--- src/rtl/mem_pkg.sv ---
// mem_pkg: shared request types for the ram request issuer.
// Address and data are fixed 16-bit quantities.
package mem_pkg;

   localparam int MEM_ADDR_W = 16;

   typedef logic [15:0] addr_t;
   typedef logic [15:0] data_t;

   typedef struct packed {
      logic  we;
      addr_t addr;
      data_t data;
   } mem_req_t;

endpackage

--- src/rtl/mem_req_fifo.sv ---
// mem_req_fifo: in-order request FIFO, DEPTH a power of two.
// Pointers carry one extra bit so full and empty differ.
module mem_req_fifo
   import mem_pkg::*;
#(
   parameter int DEPTH = 8
) (
   input  logic                   clk,
   input  logic                   rst_n,
   input  logic                   push,
   input  logic                   pop,
   input  mem_req_t               din,
   output mem_req_t               head,
   output logic                   full,
   output logic                   empty,
   output logic [$clog2(DEPTH):0] count
);

   localparam int AW = $clog2(DEPTH);
   localparam logic [AW:0] CAP = (AW+1)'(DEPTH);

   mem_req_t    mem [DEPTH];
   logic [AW:0] wp;
   logic [AW:0] rp;
   logic        do_push;
   logic        do_pop;

   assign do_push = push & ~full;
   assign do_pop  = pop & ~empty;
   assign count   = wp - rp;
   assign full    = count == CAP;
   assign empty   = count == '0;
   assign head    = mem[rp[AW-1:0]];

   always_ff @(posedge clk) begin
      if (do_push)
         mem[wp[AW-1:0]] <= din;
   end

   always_ff @(posedge clk or negedge rst_n) begin
      if (!rst_n) begin
         wp <= '0;
         rp <= '0;
      end else begin
         if (do_push)
            wp <= wp + (AW+1)'(1);
         if (do_pop)
            rp <= rp + (AW+1)'(1);
      end
   end

endmodule

--- src/rtl/mem_req_issuer.sv ---
// mem_req_issuer: buffers requests, issues in order onto ram ports.
// Define MEM_REQ_ISSUER_STATS_EN for issue/stall counters.
module mem_req_issuer
   import mem_pkg::*;
#(
   parameter int DEPTH      = 8,
   parameter int MAX_RD_OUT = 4,
   parameter int MAX_WR_OUT = 4
) (
   input  logic  clk,
   input  logic  rst_n,
   input  logic  req_valid,
   output logic  req_ready,
   input  logic  req_we,
   input  addr_t req_addr,
   input  data_t req_data,
   output logic  wr_en,
   output addr_t wr_address,
   output data_t wr_data,
   input  logic  wr_ret_ack,
   input  addr_t wr_ret_address,
   output logic  rd_en,
   output addr_t rd_address,
   input  logic  rd_ret_ack,
   input  addr_t rd_ret_address,
   input  data_t rd_ret_data,
   output logic  resp_valid,
   output addr_t resp_addr,
   output data_t resp_data,
   output logic  idle,
   output logic  err
`ifdef MEM_REQ_ISSUER_STATS_EN
   ,
   output logic [31:0] stat_rd_issued,
   output logic [31:0] stat_wr_issued,
   output logic [31:0] stat_stall_cycles
`endif
);

   localparam int CW = $clog2(DEPTH) + 1;
   localparam int RW = $clog2(MAX_RD_OUT + 1);
   localparam int WW = $clog2(MAX_WR_OUT + 1);

   mem_req_t      push_req;
   mem_req_t      head;
   logic          push;
   logic          pop;
   logic          full;
   logic          empty;
   logic [CW-1:0] count;
   logic [CW-1:0] cnt_nxt;
   logic [RW-1:0] rd_out;
   logic [RW-1:0] rd_nxt;
   logic [WW-1:0] wr_out;
   logic [WW-1:0] wr_nxt;
   logic          rd_iss;
   logic          wr_iss;
   logic          rd_bad;
   logic          wr_bad;
   logic          unused_ok;

   // req_ready already mirrors not-full; full is kept for symmetry
   assign unused_ok = ^{wr_ret_address, full};

   assign push     = req_valid & req_ready;
   assign push_req = '{we: req_we, addr: req_addr, data: req_data};

   mem_req_fifo #(
      .DEPTH(DEPTH)
   ) u_fifo (
      .clk   (clk),
      .rst_n (rst_n),
      .push  (push),
      .pop   (pop),
      .din   (push_req),
      .head  (head),
      .full  (full),
      .empty (empty),
      .count (count)
   );

   always_comb begin
      pop = 1'b0;
      if (!empty) begin
         if (head.we)
            pop = wr_out < WW'(MAX_WR_OUT);
         else
            pop = rd_out < RW'(MAX_RD_OUT);
      end
   end

   assign wr_iss  = pop & head.we;
   assign rd_iss  = pop & ~head.we;
   assign cnt_nxt = count + CW'(push) - CW'(pop);

   always_comb begin
      rd_nxt = rd_out;
      rd_bad = 1'b0;
      if (rd_ret_ack && rd_out == '0)
         rd_bad = 1'b1;
      else if (rd_ret_ack)
         rd_nxt = rd_out - RW'(1);
      if (rd_iss)
         rd_nxt = rd_nxt + RW'(1);
   end

   always_comb begin
      wr_nxt = wr_out;
      wr_bad = 1'b0;
      if (wr_ret_ack && wr_out == '0)
         wr_bad = 1'b1;
      else if (wr_ret_ack)
         wr_nxt = wr_out - WW'(1);
      if (wr_iss)
         wr_nxt = wr_nxt + WW'(1);
   end

   always_ff @(posedge clk or negedge rst_n) begin
      if (!rst_n) begin
         req_ready  <= 1'b1;
         wr_en      <= 1'b0;
         wr_address <= '0;
         wr_data    <= '0;
         rd_en      <= 1'b0;
         rd_address <= '0;
         resp_valid <= 1'b0;
         resp_addr  <= '0;
         resp_data  <= '0;
         rd_out     <= '0;
         wr_out     <= '0;
         idle       <= 1'b1;
         err        <= 1'b0;
      end else begin
         req_ready  <= cnt_nxt != CW'(DEPTH);
         wr_en      <= wr_iss;
         rd_en      <= rd_iss;
         if (wr_iss) begin
            wr_address <= head.addr;
            wr_data    <= head.data;
         end
         if (rd_iss)
            rd_address <= head.addr;
         resp_valid <= rd_ret_ack;
         if (rd_ret_ack) begin
            resp_addr <= rd_ret_address;
            resp_data <= rd_ret_data;
         end
         rd_out <= rd_nxt;
         wr_out <= wr_nxt;
         idle   <= cnt_nxt == '0 && rd_nxt == '0
                   && wr_nxt == '0;
         if (rd_bad || wr_bad)
            err <= 1'b1;
      end
   end

`ifdef MEM_REQ_ISSUER_STATS_EN
   always_ff @(posedge clk or negedge rst_n) begin
      if (!rst_n) begin
         stat_rd_issued    <= '0;
         stat_wr_issued    <= '0;
         stat_stall_cycles <= '0;
      end else begin
         if (rd_iss)
            stat_rd_issued <= stat_rd_issued + 32'd1;
         if (wr_iss)
            stat_wr_issued <= stat_wr_issued + 32'd1;
         if (!empty && !pop)
            stat_stall_cycles <= stat_stall_cycles + 32'd1;
      end
   end
`endif

endmodule

--- config.mk ---
export PLATFORM = sky130hd
export DESIGN_NAME = mem_req_issuer
export DESIGN_NICKNAME = d
export VERILOG_FILES = /design/src/rtl/mem_pkg.sv /design/src/rtl/mem_req_fifo.sv /design/src/rtl/mem_req_issuer.sv
export SDC_FILE = /design/constraint.sdc
export NUM_CORES = 1
export LEC_CHECK = 0
export ABC_AREA = 1
export BUFFER_PORTS_ARGS = -buffer_cell sky130_fd_sc_hd__buf_2
export CORE_ASPECT_RATIO = 0.7
export CORE_MARGIN = 5
export CORE_UTILIZATION = 39
export CTS_CLUSTER_SIZE = 12
export DETAILED_ROUTE_END_ITERATION = 16
export REMOVE_ABC_BUFFERS = 1
export SYNTH_ARGS = -nofsm -noshare
export SYNTH_HDL_FRONTEND = slang
export SYNTH_SLANG_ARGS = --single-unit
--- constraint.sdc ---
create_clock -name clk -period 8.57 [get_ports clk]
set_clock_uncertainty 0.2 [all_clocks]
set_input_delay 0.4285 -clock clk [delete_from_list [all_inputs] [get_ports clk]]
set_output_delay 0.4285 -clock clk [all_outputs]
set_load 0.01 [all_outputs]
==> results of run 1 <==
==> kinds of logic (layout without fill, tap and decap cells) <==
| group | count (synthesis) | after routing | synth area share [%] |
|---|---|---|---|
| AOI/OAI and AO/OA | 235 | 235 | 9.002 |
| xor gates and xnor gates | 14 | 14 | 0.8515 |
| adders and majority gates | 19 | 19 | 1.755 |
| buffers and inverters | 106 | 348 | 3.154 |
| DFF | 364 | 364 | 72.45 |
| muxes | 32 | 32 | 2.502 |
| other | 0 | 3 | 0 |
| and+or+nand+nor | 376 | 376 | 10.29 |
==> worst max-delay path, delay by kind of cell (launching register included) <==
family	cells	cell delay, ns
fa+ha+maj	6	1.77
simple gates	9	1.19
flops	1	0.79
xor+xnor	1	0.19
buf+inv	3	0.17
==> layout by cell type (no fill, tap or decap), drive strengths merged <==
master       instances
edfxtp             264
nor2               191
buf                170
o21ai              167
nand2              161
dfrtp               98
dlygate4sd3         67
clkbuf              63
inv                 41
o22ai               32
mux2                32
nand3               19
ha                  17
a31oi               16
o221ai              16
xor2                 9
clkinv               6
xnor2                5
a21oi                4
diode                3
nand4                2
nand3b               2
fa                   2
dfstp                2
nor3                 1
clkinvlp             1
==> report_power, final <==
group          leakage [nW]  switching [mW]  internal [mW]
Sequential             3.59           0.162           2.30
Clock                 0.568           0.648          0.913
Combinational          2.63            1.66          0.782
Total                  6.79            2.47           4.00
==> metal layers <==
metal | up-vias | routed length [um]
met5 | - | 0
met4 | 0 | 594
met3 | 47 | 1556
met2 | 205 | 15950
met1 | 4592 | 16160
li1 | 4488 | -
==> final cells by class <==
class / instances / share of cell area (%)
antenna: 3 / 0.04285
clock buffer: 63 / 6.557
clock inverter: 6 / 0.1643
inverter: 42 / 0.9142
multi-input combinational: 676 / 20.40
sequential: 364 / 59.58
tap: 480 / 3.428
timing repair buffer: 237 / 8.914
==> stage by stage <==
stage	std cells	util [%]	power (mW)	instance area [um2]	hold slack, ns
after floorplan	1082	-	4.057	14110	-0.06709
after global placement	1732	43.25	4.896	15660	0.2407
after detailed placement	1732	43.25	4.942	15660	0.2506
after CTS	1867	48.33	6.542	17500	0.005532
after global routing	1870	48.37	6.952	17520	0.1946
final	1871	48.38	6.470	17520	0.1344
==> sequential cells by signal, summed over array words and instances, names as in the netlist, 4 cells and up <==
signal	flops
u_fifo.wp	4
rd_address	16
wr_address	16
u_fifo.mem	264
resp_data	16
u_fifo.rp	4
resp_addr	16
wr_data	16
==> repair_timing <==
action / CTS / global route
gates resized for setup: 0 / 0
hold buffers: 66 / 1
hold endpoints to repair: 316 / 5
==> worst max path at each step <==
stage	startpoint	to	slack (ns)	cells after the start
3_5_place_dp	u_fifo.rp[0]	idle	4.20	19
2_1_floorplan	u_fifo.rp[0]	u_fifo.mem[7][0]	2.79	10
3_3_place_gp	u_fifo.rp[0]	idle	4.25	19
6_report	u_fifo.rp[0]	idle	4.19	19
5_1_grt	u_fifo.rp[0]	idle	3.87	19
4_1_cts	u_fifo.rp[0]	idle	4.18	19
==> results.json, run 1 <==
{
  "met2_usage_pct": 26.11,
  "hpwlAfterDp_mm": 18.69,
  "synthArstFlopShare_pct": 27.47,
  "max_stage_delay_ns": 0.79,
  "crit_type": "flip-flop to flip-flop",
  "grt_pass1_vias": 9223,
  "ir_worst_vdd_mv": 0.2676,
  "drt_first_pass_iters": 6,
  "die_area_um2": 40930,
  "status": "complete, no violations",
  "io_buffer_count": 155,
  "yosys_warnings": 0,
  "cpMaxStageDelayCell": "dfrtp_4",
  "holdCritStartpoint": "req_valid",
  "r2r_slack_ns": 4.19,
  "cp_max_fo": 52,
  "finalCritPeriodShare_pct": 51.13,
  "antenna_found_initial": 2,
  "fin_ws_ns": 4.188,
  "crit_top_cell": "ha_1",
  "place.gp.congestion": 0.7146,
  "maxSlewViolCount": 0,
  "wirelength_mm": 34.27,
  "cts_setup_buffers": 0,
  "grt.met1_usage_pct": 23.75,
  "nFillCells": 3188,
  "reg2reg_to": "idle",
  "power_density_nw_per_um2": 369.3,
  "pre_cts_slack_ns": 4.198,
  "hold_end": "u_fifo.wp[0]",
  "drc": 0,
  "maxSlewHeadroom_pct": 25.14,
  "syn_area_um2": 14400,
  "yosysSeqAreaShare_pct": 72.45,
  "viasPerCell": 4.988,
  "fin_nets": 1464,
  "fp.dieH_um": 170.8,
  "grt_max_degree": 113,
  "io_pins": 172,
  "synth.most_common_cell": "edfxtp_1",
  "grt-ovfl-total": 0,
  "cap_viol_max_count": 0,
  "setup-tns-final_ns": 0,
  "hp-class": "primary input to flip-flop",
  "synth.area.top_cells": "edfxtp_1 55%, dfrtp_1 17%, o21ai_0 5.2%, nor2_1 4.9%, nand2_1 4.1%",
  "busiest_layer": "met2",
  "areaGrowthSynthToFinish_pct": 21.65,
  "root_buffer": "clkbuf_16",
  "clock_latency_ns": 0.52,
  "syn_area_per_cell_um2": 12.57,
  "htree_levels": 2,
  "register_area_um2": 10440,
  "synth_common_cells": "264 x edfxtp_1, 188 x nor2_1, 159 x nand2_1",
  "yosys_most_used_dff": "edfxtp_1",
  "end_kind": "flip-flop",
  "multi_input_comb_area_um2": 3573,
  "synthCells": 1146,
  "drtIter0Drc": 819,
  "layout_min_cycle_time_ns": 4.382,
  "max_freq_ghz": 0.2282,
  "hold_depth": 6,
  "finalHoldViolations": 0,
  "synth_top_cell_by_area": "edfxtp_1",
  "synth_top_area_share_pct": 55.05,
  "wl_per_cell_um": 18.32,
  "grt_use_met3_pct": 2.772,
  "r2r_cells": 19,
  "core_um2": 36210,
  "num_vias": 9332,
  "grtUsageTotal_pct": 16.40,
  "setup_violations": 0,
  "initial_core_util_pct": 39.77,
  "worstReg2RegStart": "u_fifo.rp[0]",
  "arrival_ns": 4.64,
  "cts_buffer_depth": 3,
  "synth_edf_count": 264,
  "rsz0062_at_grt": "false",
  "synth.distinct_cells": 32,
  "p_leak_nw": 6.791,
  "cp_data_required_time_ns": 8.82,
  "numClockSinks": 364,
  "critPathLaunchType": "flip-flop",
  "grt_pass1_wl_mm": 53.18,
  "num_rows": 58,
  "cts_inserted_buffers": 38,
  "path_clk_slew_ns": 0.06,
  "tightest_slew_ns": 1.123,
  "ant_nets": 0,
  "ys_ff_latch": 364,
  "drive_gt1_share_pct": 19.52,
  "die_w_um": 239.7,
  "worstPathCellList": "ha_1 > inv_1 > fa_1 > xnor2_1 > ha_1 > nand3_1 > nand2_1 > nor2_4 > ha_1 > inv_1 > ha_1 > inv_1 > fa_1 > nand3_1 > nor3_1 > nand3_1 > nor2_1 > nand2_1 > nor2_1",
  "tritoncts": "built"
}
No activity file was read; power rests on OpenSTA's default activity.
==> run 2: changes to the inputs <==
Settings changed: ABC_AREA 1 to 0.
Clock period 8.57 ns to 4.4 ns, I/O delays scaled along.
==> run 2 against run 1 <==
- the flow now finishes with violations (setup timing)
- worst hold slack got worse by 0.13 ns
- sequential cell count unchanged
- routed wire length shrank 14%
- sequential share of layout area shrank 0.33 points
- critical path depth is 2 lower
- global-route usage is 1.7 points lower
- synthesized area down 2.5%
- first-iteration DRC count decreased by 44%
- register-to-register slack lost 4.2 ns
- critical path type unchanged
- largest cell class unchanged
- largest power group unchanged
- highest routed layer is now met5
==> results.json, run 2 <==
{
  "p_int_mw": 8.420,
  "final_cells": 1517,
  "p_leak_nw": 6.611,
  "cp_max_fo": 2,
  "core_um2": 35700,
  "synth.area.top_cells": "edfxtp_1 56%, dfrtp_1 17%, mux4_2 10%, mux2_2 3.0%, mux2i_1 2.6%",
  "io_buffer_count": 155,
  "syn_area_per_cell_um2": 18.84,
  "cts_inserted_buffers": 38,
  "mostFrequentLayoutCell": "edfxtp_1",
  "fp.dieH_um": 168.7,
  "power_density_nw_per_um2": 705.2,
  "dp.cells": 1377,
  "final_cell_mix": "264 x edfxtp_1, 154 x buf_2, 96 x dfrtp_1",
  "fin_nets": 1112,
  "cap_viol_max_count": 0,
  "hold_ws_ns": 0.006428,
  "clock_latency_ns": 0.52,
  "seqPwrFrac_pct": 37.9,
  "grtUsageTotal_pct": 14.75,
  "synth_common_cells": "264 x edfxtp_1, 98 x dfrtp_1, 64 x mux4_2",
  "htree_levels": 2,
  "synth.most_common_cell": "edfxtp_1",
  "drc": 0,
  "root_buffer": "clkbuf_16",
  "synth.distinct_cells": 39,
  "totalPowerFinal_mw": 12.43,
  "p_sw_share_pct": 32.24,
  "placed_area_um2": 15650,
  "synth_top_area_share_pct": 56.49,
  "yosys_warnings": 0,
  "tritoncts": "built",
  "numClockSinks": 364,
  "p_switching_mw": 4.006,
  "grt-ovfl-total": 0,
  "setup-tns-final_ns": -0.05361,
  "num_rows": 58,
  "hp-class": "primary input to flip-flop",
  "stdcell_area_um2": 17620,
  "p_comb_share_pct": 37.4,
  "synth_edf_count": 264,
  "io_pins": 172,
  "synth_top_cell_by_area": "edfxtp_1",
  "finalCritPeriodShare_pct": 101.2,
  "setup_violations": 1,
  "arrival_ns": 4.68,
  "ir_worst_vdd_mv": 0.5150,
  "maxSlewHeadroom_pct": 30.68,
  "ant_nets": 0,
  "synthCells": 745,
  "yosysSeqAreaShare_pct": 74.34,
  "die_w_um": 236.7,
  "drtIter0Drc": 457,
  "rsz0062_at_grt": "true",
  "cp_data_required_time_ns": 4.63,
  "ys_ff_latch": 364,
  "end_kind": "flip-flop",
  "violations": "setup timing",
  "synthArstFlopShare_pct": 27.47,
  "grt_pass1_vias": 7773,
  "syn_area_um2": 14030,
  "place.gp.congestion": 0.7513,
  "viasPerCell": 4.855,
  "maxSlewViolCount": 0,
  "wl_per_cell_um": 19.37,
  "antenna_found_initial": 2,
  "num_vias": 7365,
  "status": "complete, but fails checks",
  "pre_cts_slack_ns": -0.3328,
  "crit_type": "flip-flop to flip-flop",
  "path_clk_slew_ns": 0.06,
  "cts_buffer_depth": 3,
  "yosys_most_used_dff": "edfxtp_1",
  "drive_gt1_share_pct": 35.75,
  "critPathLaunchType": "flip-flop",
  "drt_first_pass_iters": 4,
  "postLayoutCoreUtil_pct": 49.35,
  "layout_min_cycle_time_ns": 4.454,
  "wirelength_mm": 29.38,
  "tightest_slew_ns": 1.040,
  "grt_max_degree": 69,
  "largest_reg_flops": 264,
  "finalHoldViolations": 0,
  "hpwlAfterDp_mm": 17.39,
  "die_area_um2": 39940,
  "clockPowerShare_pct": 24.7,
  "areaGrowthSynthToFinish_pct": 25.56,
  "fin_ws_ns": -0.05361,
  "max_freq_ghz": 0.2245,
  "grt_pass1_wl_mm": 45.99,
  "initial_core_util_pct": 39.30
}
## run 2: power groups by stage
| stage | clock, mW | combinational (mW) | sequential (mW) |
|---|---|---|---|
| finish | 3.07 | 4.64 | 4.71 |
| global route | 3.32 | 5.15 | 4.79 |
| CTS | 3.16 | 4.56 | 4.72 |
| detailed placement | 0 | 4.34 | 4.78 |
| global placement | 0 | 4.28 | 4.76 |
| floorplan | 0 | 2.54 | 5.12 |
## run 2: worst paths after layout
path | start | end | slack (ns) | cells after the start
worst max-delay path | u_fifo.rp[1] | idle | -0.05 | 17
worst min-delay path | req_valid | u_fifo.wp[0] | 0.006 | 4
worst max register to register | u_fifo.rp[1] | idle | -0.05 | 17
worst min register to register | wr_address[10] | wr_address[10] | 0.27 | 2
max in group asynchronous | rst_n | idle | 2.75 | 3
min in group asynchronous | rst_n | resp_data[7] | 0.20 | 2
## run 2: cell type report
type                       count  area (um2)
sequential                   364       10440
tap                          480       600.6
clock buffer                  65        1176
timing repair buffer         259        1792
clock inverter                 3       18.77
fill                        3019       18080
inverter                      17       68.82
multi-input combinational    327        3520
antenna                        2       5.005
## run 2: logic make-up (layout without fill, tap and decap cells)
logic type	after synthesis	count (layout)	share of synthesized area (%)
and+or+nand+nor	91	91	2.898
muxes	138	138	15.91
other	0	2	0
buffers and inverters	54	344	1.489
adders and majority gates	19	19	1.801
AOI/OAI and AO/OA	63	63	2.559
DFF	364	364	74.34
xor gates and xnor gates	16	16	0.9985
## run 2: per-layer routing
layer	track usage (%)	vias to the layer above	routed length (um)
met1	21.41	3768	13880
met3	3.453	39	1447
li1	-	3412	-
met5	0	-	11
met4	3.035	2	384
met2	23.17	144	13650
## run 2: what timing repair did
item,CTS,global route
resized for setup,7,9
endpoints found under the setup margin,1,1
hold buffers,68,0
pin swaps,2,9
setup buffers,1,1
hold endpoints to repair,367,0
## run 2: worst max-delay path, stage by stage (launching register included)
cell and delay [ns]:
dfrtp_4 0.49, inv_4 0.07, ha_4 0.18, a21o_1 0.15, a21o_1 0.16, xor2_1 0.17
ha_2 0.18, and3b_1 0.18, or4_4 0.54, nand2b_4 0.10, ha_4 0.21, inv_4 0.05
ha_4 0.12, inv_2 0.04, fa_2 0.53, nor3b_4 0.19, or4b_4 0.49, a2111oi_4 0.32
